File: config.mk
export PLATFORM = sky130hd
export DESIGN_NAME = scan_decoder
export DESIGN_NICKNAME = d
export VERILOG_FILES = /design/src/rtl/scan_pkg.sv /design/src/rtl/dec_onehot_low.sv /design/src/rtl/scan_decoder.sv
export SDC_FILE = /design/constraint.sdc
export NUM_CORES = 1
export LEC_CHECK = 0
export ABC_CLOCK_PERIOD_IN_PS = 4100
export CAP_MARGIN = 10
export CORE_ASPECT_RATIO = 1.25
export CORE_MARGIN = 2
export CORE_UTILIZATION = 50
export CTS_CLUSTER_DIAMETER = 200
export DETAILED_ROUTE_END_ITERATION = 12
export MAX_ROUTING_LAYER = met4
export PLACE_DENSITY = 0.84
export SETUP_SLACK_MARGIN = 0.4
export SLEW_MARGIN = 20
export SYNTH_ARGS = -nofsm -noshare
export SYNTH_HDL_FRONTEND = slang
export SYNTH_SLANG_ARGS = --single-unit
File: constraint.sdc
create_clock -name clk -period 4.1 [get_ports clk]
set_clock_uncertainty 0.15 [all_clocks]
set_input_delay 0.615 -clock clk [delete_from_list [all_inputs] [get_ports clk]]
set_output_delay 0.615 -clock clk [all_outputs]
set_load 0.05 [all_outputs]
File: src/rtl/scan_pkg.sv
// scan_pkg
// Shared definitions for the scan decoder slice: the FSM state encoding and
// the active-low one-hot helper used by the parametrised decoder.
// No ports; imported with import scan_pkg::*.
package scan_pkg;

  // Widest select the helper supports (2**5 = 32 output lines).
  localparam int MAX_SEL_W = 5;

  // FSM states of scan_decoder. IDLE and BLANK keep every line inactive,
  // DIRECT and DWELL drive exactly one line low.
  typedef enum logic [1:0] {
    S_IDLE   = 2'd0,
    S_DIRECT = 2'd1,
    S_DWELL  = 2'd2,
    S_BLANK  = 2'd3
  } state_t;

  // Returns ~(1 << sel) at full 32-bit width; callers truncate to their
  // own output count.
  function automatic logic [31:0] onehot_low(input logic [MAX_SEL_W-1:0] sel);
    return ~(32'd1 << sel);
  endfunction

endpackage

File: src/rtl/dec_onehot_low.sv
// dec_onehot_low
// Purely combinational SEL_W -> 2**SEL_W active-low decoder with enable.
// Generalises the old fixed 2-to-4 active-low decoder.
// Ports:
//   i_en   in  1            high: decode i_sel; low: all outputs high
//   i_sel  in  SEL_W        line to pull low
//   o_y    out 2**SEL_W     active-low one-hot lines
module dec_onehot_low
  import scan_pkg::*;
#(
  parameter int SEL_W = 2
) (
  input  logic                  i_en,
  input  logic [SEL_W-1:0]      i_sel,
  output logic [(2**SEL_W)-1:0] o_y
);

  localparam int N = 2 ** SEL_W;

  // The helper works at 32 bits; the select is widened and the result cut
  // back to the N lines this instance owns.
  assign o_y = i_en ? N'(onehot_low(MAX_SEL_W'(i_sel))) : '1;

endmodule

File: src/rtl/scan_decoder.sv
// scan_decoder
// Registered active-low one-of-N decoder with two modes: direct decode of an
// external address, or an autonomous scan across all lines with a
// programmable dwell and a fixed blanking gap between channels.
// Ports:
//   clk      in  1        rising-edge clock
//   rst      in  1        synchronous active-high reset
//   en       in  1        global enable; low forces all lines inactive
//   mode     in  1        0 = direct decode of addr, 1 = scan
//   addr     in  SEL_W    select used in direct mode
//   div      in  DIV_W    dwell length minus one, sampled on dwell entry
//   y        out 2**SEL_W active-low decoded lines, registered
//   cur_sel  out SEL_W    index currently (or last) decoded
//   wrap     out 1        one-cycle pulse when the scan returns to line 0
// SEL_W is intended for 1..5.
module scan_decoder
  import scan_pkg::*;
#(
  parameter int SEL_W = 2,
  parameter int DIV_W = 16,
  parameter int BLANK = 2
) (
  input  logic                  clk,
  input  logic                  rst,
  input  logic                  en,
  input  logic                  mode,
  input  logic [SEL_W-1:0]      addr,
  input  logic [DIV_W-1:0]      div,
  output logic [(2**SEL_W)-1:0] y,
  output logic [SEL_W-1:0]      cur_sel,
  output logic                  wrap
);

  localparam int N       = 2 ** SEL_W;
  localparam int BLANK_W = (BLANK > 1) ? $clog2(BLANK) : 1;
  // Blank counter counts BLANK-1 down to 0, giving BLANK idle cycles.
  localparam logic [BLANK_W-1:0] BLANK_LOAD = (BLANK > 0) ? BLANK_W'(BLANK - 1) : '0;

  state_t             r_state;
  logic [SEL_W-1:0]   r_sel;
  logic               r_wrap;
  logic [DIV_W-1:0]   r_dwell;
  logic [BLANK_W-1:0] r_blank;
  logic [N-1:0]       r_y;

  state_t             w_nextState;
  logic [SEL_W-1:0]   w_nextSel;
  logic               w_nextWrap;
  logic [DIV_W-1:0]   w_nextDwell;
  logic [BLANK_W-1:0] w_nextBlank;
  logic               w_active;
  logic [N-1:0]       w_nextY;

  // Next-state logic. Enable beats mode, mode beats the scan sequence, so a
  // switch to direct mode or a disable takes effect on the very next edge
  // whatever the scan was doing. Advancing the channel relies on the
  // natural SEL_W-bit rollover, which is exactly modulo N.
  always_comb begin
    w_nextState = r_state;
    w_nextSel   = r_sel;
    w_nextWrap  = 1'b0;
    w_nextDwell = r_dwell;
    w_nextBlank = r_blank;
    if (!en) begin
      w_nextState = S_IDLE;
    end else if (!mode) begin
      w_nextState = S_DIRECT;
      w_nextSel   = addr;
    end else begin
      unique case (r_state)
        S_IDLE, S_DIRECT: begin
          w_nextState = S_DWELL;
          w_nextDwell = div;
        end
        S_DWELL: begin
          if (r_dwell != '0) begin
            w_nextDwell = r_dwell - DIV_W'(1);
          end else if (BLANK > 0) begin
            w_nextState = S_BLANK;
            w_nextBlank = BLANK_LOAD;
          end else begin
            w_nextSel   = r_sel + SEL_W'(1);
            w_nextWrap  = (r_sel == SEL_W'(N - 1));
            w_nextDwell = div;
          end
        end
        S_BLANK: begin
          if (r_blank != '0) begin
            w_nextBlank = r_blank - BLANK_W'(1);
          end else begin
            w_nextState = S_DWELL;
            w_nextSel   = r_sel + SEL_W'(1);
            w_nextWrap  = (r_sel == SEL_W'(N - 1));
            w_nextDwell = div;
          end
        end
        default: w_nextState = S_IDLE;
      endcase
    end
  end

  // The output lines are decoded from the next state and select, then
  // registered together with them, so y always agrees with state/cur_sel and
  // can never show two low bits during a transition.
  assign w_active = (w_nextState == S_DIRECT) || (w_nextState == S_DWELL);

  dec_onehot_low #(
    .SEL_W (SEL_W)
  ) u_dec (
    .i_en  (w_active),
    .i_sel (w_nextSel),
    .o_y   (w_nextY)
  );

  // State, counters and all outputs share one register stage; reset wins
  // over every other input.
  always_ff @(posedge clk) begin
    if (rst) begin
      r_state <= S_IDLE;
      r_sel   <= '0;
      r_wrap  <= 1'b0;
      r_dwell <= '0;
      r_blank <= '0;
      r_y     <= '1;
    end else begin
      r_state <= w_nextState;
      r_sel   <= w_nextSel;
      r_wrap  <= w_nextWrap;
      r_dwell <= w_nextDwell;
      r_blank <= w_nextBlank;
      r_y     <= w_nextY;
    end
  end

  assign y       = r_y;
  assign cur_sel = r_sel;
  assign wrap    = r_wrap;

endmodule

==> results_tabular.tex, run 1 <==
\begin{tabular}{lr}
\hline
Metric & Value \\
\hline
\multicolumn{2}{l}{\textbf{Run}} \\
\quad Max capacitance violation total & 0 \\
\multicolumn{2}{l}{\textbf{Yosys}} \\
\quad Post-synth EDFFs & 0 \\
\quad Synthesized area & 1520 um2 \\
\quad Async set or reset register ratio after synthesis & 0 \\
\quad Library cell occupying the most area in the post-synthesis netlist & dfxtp\_1 \\
\quad Count of yosys warnings during synthesis & 0 \\
\quad Area share of the largest cell type after synthesis & 0.343 \\
\quad Gate count after technology mapping & 191 \\
\quad Average instance area after synthesis & 7.95 um2 \\
\quad Number of nets in the synthesized netlist & 216 \\
\quad Cell types occupying the most area after synthesis & dfxtp\_1, a21oi\_1, nor2\_1 \\
\quad Most used flip-flop cell after synthesis & dfxtp\_1 \\
\quad Sequential element share of the synthesized area & 0.343 \\
\quad Most instantiated cells after synthesis & dfxtp\_1, a21oi\_1, nor2\_1 \\
\quad Number of distinct library cell variants in the gate-level netlist after synthesis & 45 \\
\quad Synthesized flop and latch total & 26 \\
\quad Cell with the most instances after synthesis & dfxtp\_1 \\
\multicolumn{2}{l}{\textbf{CTS}} \\
\quad CTS H-Tree Depth & 1 \\
\quad Number of hold buffers added after CTS & 0 \\
\quad Maximum clock insertion buffer count & 2 \\
\quad Post CTS Setup Buffer Count & 0 \\
\quad Clock tree from TritonCTS & done \\
\quad Clock root buffer & clkbuf\_4 \\
\quad Clock latency on the worst-skew pair & 330 ps \\
\quad Clock transition at the registers of the reported paths & 150 ps \\
\quad TritonCTS Sinks & 26 \\
\quad Total clock buffers created by CTS & 3 \\
\quad CTS resizes & 0 \\
\multicolumn{2}{l}{\textbf{Power and ir drop}} \\
\quad Worst ir drop on vdd & 0.268 mV \\
\quad Reported leakage power & 0.649 nW \\
\quad Total power per unit cell area & 331 nW/um2 \\
\multicolumn{2}{l}{\textbf{Layout}} \\
\quad Net count reported at finish & 236 \\
\quad Synthesis-to-finish area growth & 20.4\% \\
\quad Fraction of layout instances using a drive strength above 1 & 0.0714 \\
\quad Final standard cell count with taps included and fillers excluded & 246 \\
\quad Area taken by multi-input logic gates & 906 um2 \\
\quad Fillers & 283 \\
\quad Post-layout instance area & 1830 um2 \\
\quad Sequential standard cell area & 520 um2 \\
\quad Count of inserted antenna diode cells & 0 \\
\quad Post-layout utilization of the core & 0.626 \\
\multicolumn{2}{l}{\textbf{Floorplanning}} \\
\quad Starting Density & 0.520 \\
\quad Chip width & 53.3 um \\
\quad Full die area & 3500 um2 \\
\quad Std-Cell Core Area & 2920 um2 \\
\quad I/O pin count & 29 \\
\quad Die height & 65.6 um \\
\quad FP Rows & 22 \\
\multicolumn{2}{l}{\textbf{Critical path}} \\
\quad Type of the worst setup path & reg2reg \\
\quad Worst endpoint required time & 4150 ps \\
\quad Worst setup path start & r\_dwell[7] \\
\quad Largest fanout on the critical path & 32 \\
\quad Type of origin of the critical path & flop \\
\quad Setup slack of the most critical reg-to-reg path & 1610 ps \\
\quad Reg-to-Reg Start & r\_dwell[7] \\
\quad Kind of end point of the critical path & flop \\
\quad Worst path arrival time & 2540 ps \\
\multicolumn{2}{l}{\textbf{Status}} \\
\quad Run status & complete, no violations \\
\multicolumn{2}{l}{\textbf{Timing}} \\
\quad Worst slew margin relative to its limit & 0.457 \\
\quad Maximum achievable frequency & 401 MHz \\
\quad Final Hold Vio Count & 0 \\
\quad Fin crit period & 2490 ps \\
\quad Setup violations, final & 0 \\
\quad Share of the clock period used by the worst path & 0.608 \\
\quad Fin. max-slew vios & 0 \\
\quad Setup repair after global routing missed its margin & no \\
\quad Worst-margin pin slew & 812 ps \\
\quad Final sum of negative setup slack & 0 ps \\
\multicolumn{2}{l}{\textbf{Hold path}} \\
\quad Hold Path Class & reg2reg \\
\quad Start point of the worst min-delay path & r\_dwell[3] \\
\multicolumn{2}{l}{\textbf{Global route}} \\
\quad Global Route Usage Sum & 0.209 \\
\quad Residual overflow from global routing & 0 \\
\quad First-pass GRT wire length & 5490 um \\
\quad Number of antenna violations at the first check in global routing & 0 \\
\quad Pin count of the biggest net entering global routing & 34 \\
\quad Number of global-route vias before repair & 1,315 \\
\multicolumn{2}{l}{\textbf{Route}} \\
\quad Final antenna-violating net count & 0 \\
\quad Total wirelength of the detailed-routed design & 3150 um \\
\quad Length of the first detailed-routing pass in iterations & 4 \\
\quad Met3 routed wirelength & 101 um \\
\quad Total vias in the final route & 1,414 \\
\quad Number of violations reported at the end of detailed-routing iteration 0 & 38 \\
\quad Wire length on met2 & 1490 um \\
\quad DR top layer & met4 \\
\quad Average wire per cell in the routed design & 12.8 um \\
\quad Metal1 wirelength & 1500 um \\
\quad Remaining design rule violation count & 0 \\
\quad Via density per instance & 5.75 \\
\multicolumn{2}{l}{\textbf{Place}} \\
\quad Port Buffer Count & 28 \\
\quad Placed cell count & 242 \\
\quad GPL Wtd Cong & 0.742 \\
\quad Instance area after placement & 1770 um2 \\
\quad Sum of net half-perimeters after detailed placement & 2180 um \\
\hline
\end{tabular}
[flip-flops by register name, summed over array words and instances, names as in the netlist]
register,cells
wrap,1
r_blank,1
y,4
r_state,2
cur_sel,2
r_dwell,16
[critical path, cell delays in order (launching register included)]
cell       delay [ps]
dfxtp_1           410
nor4_4            610
nand4_4           200
o2111ai_4         700
or2_2             230
a21oi_1            50
[kinds of logic after synthesis]
kind of cell	share of synthesized area
AND/OR/NAND/NOR	0.294
flip-flops	0.343
AO/OA/AOI/OAI	0.279
adder cells (fa/ha/maj)	0.0247
buffers and inverters	0.0602
[where the power goes]
part / leakage, nW / switching (W) / internal [W]
clock: 0.0279 / 0.0000822 / 0.0000990
sequential: 0.213 / 0.0000129 / 0.000265
combinational: 0.409 / 0.0000825 / 0.0000622
[final cells by class]
class	instances	area share
multi-input combinational	148	0.496
sequential	26	0.285
timing repair buffer	30	0.162
tap	36	0.0247
clock inverter	1	0.0164
clock buffer	3	0.0123
inverter	2	0.00411
[final timing paths]
check,to,cells after the start
setup reg to reg,r_dwell[3],5
hold / removal,r_dwell[3],2
hold reg to reg,r_dwell[3],2
setup / recovery,r_dwell[3],5
[metal layers]
layer  global-route usage  up-vias
met5                    -        -
met4               0.0769        0
met3               0.0273        4
met2                0.364       28
met1                0.239      653
li1                     -      729
[cells in the final DEF (no fill, tap or decap), drive strengths merged, types with 3 or more instances in the layout]
cell type      netlist  layout
a21o                 6       6
a21oi               25      25
a31oi                3       3
clkbuf              10       3
clkdlybuf4s50        0      28
dfxtp               26      26
ha                   3       3
nand2               15      15
nand2b               6       6
nand3                7       7
nand3b               4       4
nand4                4       4
nor2                20      20
nor2b                4       4
nor3                 6       6
nor4                 3       3
o21ai               18      18
or2                  4       4
[per-stage QoR]
stage,power (W),worst slack (ps),hold slack (ps)
final,0.000604,1610,349
after global placement,0.000425,1460,330
after CTS,0.000607,1610,354
after global routing,0.000632,1380,395
after floorplan,0.000387,2130,299
after detailed placement,0.000427,1420,337
Power figures use the tool's default switching activity.
==> run 2, diff against run 1 <==
- ABC_CLOCK_PERIOD_IN_PS: 4100 -> 2600
- clock period: 4.1 -> 2.6 ns (I/O delays scaled with it)
==> run 2 against run 1 <==
Final area is 1.2% higher. Power is 47% higher. Core utilization rose by 0.77 points. Critical path depth decreased by 4. Sequential power increased by 58%. Via count grew 3.0%. Count of clock-buffer cells in the layout rose by 1. Worst setup slack got worse by 1100 ps.
==> results_tabular.tex, run 2 (synthesized netlist as in run 1, its figures left out) <==
\begin{tabular}{lr}
\hline
Metric & Value \\
\hline
\multicolumn{2}{l}{\textbf{Status}} \\
\quad Run status & complete, no violations \\
\multicolumn{2}{l}{\textbf{Critical path}} \\
\quad Max incr delay on CP & 840 ps \\
\quad Worst path top cell family by delay & buffers and inverters \\
\quad Largest fanout on the critical path & 4 \\
\quad Type of the worst setup path & reg2out \\
\quad Count of buffer and inverter cells on the critical path & 1 \\
\quad Worst setup path start & cur\_sel[0] \\
\quad Sequence of cells on the critical path & clkdlybuf4s50\_1 \\
\quad Slowest stage cell, crit path & clkdlybuf4s50\_1 \\
\quad Worst endpoint required time & 2060 ps \\
\quad Reg-to-Reg Start & r\_dwell[7] \\
\quad Worst path arrival time & 1580 ps \\
\quad Type of origin of the critical path & flop \\
\quad Kind of end point of the critical path & output pin \\
\multicolumn{2}{l}{\textbf{Route}} \\
\quad Total vias in the final route & 1,457 \\
\quad Final antenna-violating net count & 0 \\
\quad Average wire per cell in the routed design & 13.9 um \\
\quad Number of violations reported at the end of detailed-routing iteration 0 & 36 \\
\quad Via density per instance & 5.83 \\
\quad Total wirelength of the detailed-routed design & 3470 um \\
\quad Length of the first detailed-routing pass in iterations & 4 \\
\quad Remaining design rule violation count & 0 \\
\multicolumn{2}{l}{\textbf{CTS}} \\
\quad Clock tree from TritonCTS & done \\
\quad TritonCTS Sinks & 26 \\
\quad CTS H-Tree Depth & 1 \\
\quad Clock root buffer & clkbuf\_4 \\
\quad Clock transition at the registers of the reported paths & 140 ps \\
\quad Clock latency on the worst-skew pair & 320 ps \\
\quad Total clock buffers created by CTS & 3 \\
\quad Maximum clock insertion buffer count & 2 \\
\multicolumn{2}{l}{\textbf{Timing}} \\
\quad Setup ws final & 482 ps \\
\quad Setup violations, final & 0 \\
\quad Final sum of negative setup slack & 0 ps \\
\quad Share of the clock period used by the worst path & 0.815 \\
\quad Worst-margin pin slew & 534 ps \\
\quad Hold Worst Slack & 366 ps \\
\quad Maximum achievable frequency & 472 MHz \\
\quad Final Hold Vio Count & 0 \\
\quad Worst slew margin relative to its limit & 0.640 \\
\quad Fin. max-slew vios & 0 \\
\quad Fin crit period & 2120 ps \\
\quad Setup repair after global routing missed its margin & no \\
\multicolumn{2}{l}{\textbf{Global route}} \\
\quad Pin count of the biggest net entering global routing & 33 \\
\quad First-pass GRT wire length & 5620 um \\
\quad Residual overflow from global routing & 0 \\
\quad Number of global-route vias before repair & 1,308 \\
\quad Number of antenna violations at the first check in global routing & 0 \\
\quad Global Route Usage Sum & 0.217 \\
\multicolumn{2}{l}{\textbf{Floorplanning}} \\
\quad I/O pin count & 29 \\
\quad Std-Cell Core Area & 2920 um2 \\
\quad Chip width & 53.3 um \\
\quad Die height & 65.6 um \\
\quad Starting Density & 0.520 \\
\quad Full die area & 3500 um2 \\
\quad FP Rows & 22 \\
\multicolumn{2}{l}{\textbf{Power and ir drop}} \\
\quad Total power per unit cell area & 482 nW/um2 \\
\quad Reported leakage power & 0.662 nW \\
\quad Worst ir drop on vdd & 0.278 mV \\
\multicolumn{2}{l}{\textbf{Place}} \\
\quad Sum of net half-perimeters after detailed placement & 2400 um \\
\quad Placement-stage worst setup slack & 309 ps \\
\quad GPL Wtd Cong & 0.764 \\
\quad Port Buffer Count & 28 \\
\multicolumn{2}{l}{\textbf{Layout}} \\
\quad Most common library cell in the layout ignoring fill and taps & clkdlybuf4s50\_1 \\
\quad Count of inserted antenna diode cells & 0 \\
\quad Commonest cells after routing, fill and taps aside & clkdlybuf4s50\_1, dfxtp\_1, a21oi\_1 \\
\quad Flip-flop count of the largest register after layout & 16 \\
\quad Synthesis-to-finish area growth & 21.8\% \\
\quad Register ranked first by flip-flop count & r\_dwell \\
\quad Fraction of layout instances using a drive strength above 1 & 0.0981 \\
\quad Net count reported at finish & 240 \\
\quad Post-layout utilization of the core & 0.634 \\
\multicolumn{2}{l}{\textbf{Hold path}} \\
\quad Start point of the worst min-delay path & r\_blank \\
\quad Hold Path Class & reg2reg \\
\multicolumn{2}{l}{\textbf{Run}} \\
\quad Max capacitance violation total & 0 \\
\hline
\end{tabular}
-- run 2: cell type report --
| cell class | count | area (um2) |
|---|---|---|
| clock buffer | 4 | 36.3 |
| fill | 280 | 1070 |
| inverter | 2 | 7.51 |
| multi-input combinational | 148 | 915 |
| sequential | 26 | 520 |
| tap | 36 | 45.0 |
| timing repair buffer | 34 | 325 |
-- run 2: repair_timing --
item	4_1_cts	5_1_grt
endpoints found under the setup margin	0	15
hold buffers	0	0
setup buffers	0	1
resized for setup	0	2
-- run 2: where the power goes --
part	internal, W	switching (W)	total [W]
Sequential	0.000418	0.0000221	0.000440
Clock	0.0000856	0.000120	0.000206
Combinational	0.000110	0.000135	0.000245
-- run 2: worst paths after layout --
kind,to,slack [ps],cells past startpoint
setup / recovery,cur_sel[0],480,1
hold / removal,r_blank,370,2
setup reg to reg,r_dwell[1],560,6
hold reg to reg,r_blank,370,2
-- run 2: layer usage --
metal | wire length (um) | track usage
met1 | 1500 | 0.262
met2 | 1790 | 0.361
met3 | 117 | 0.0205
met4 | 71 | 0.0962
met5 | 0 | -
-- run 2: per-stage QoR --
step | std cells | power, W | area (um2)
6_report | 250 | 0.000891 | 1850
5_1_grt | 250 | 0.000937 | 1850
2_1_floorplan | 191 | 0.000610 | 1520
3_5_place_dp | 245 | 0.000681 | 1800
4_1_cts | 249 | 0.000887 | 1830
3_3_place_gp | 245 | 0.000677 | 1800
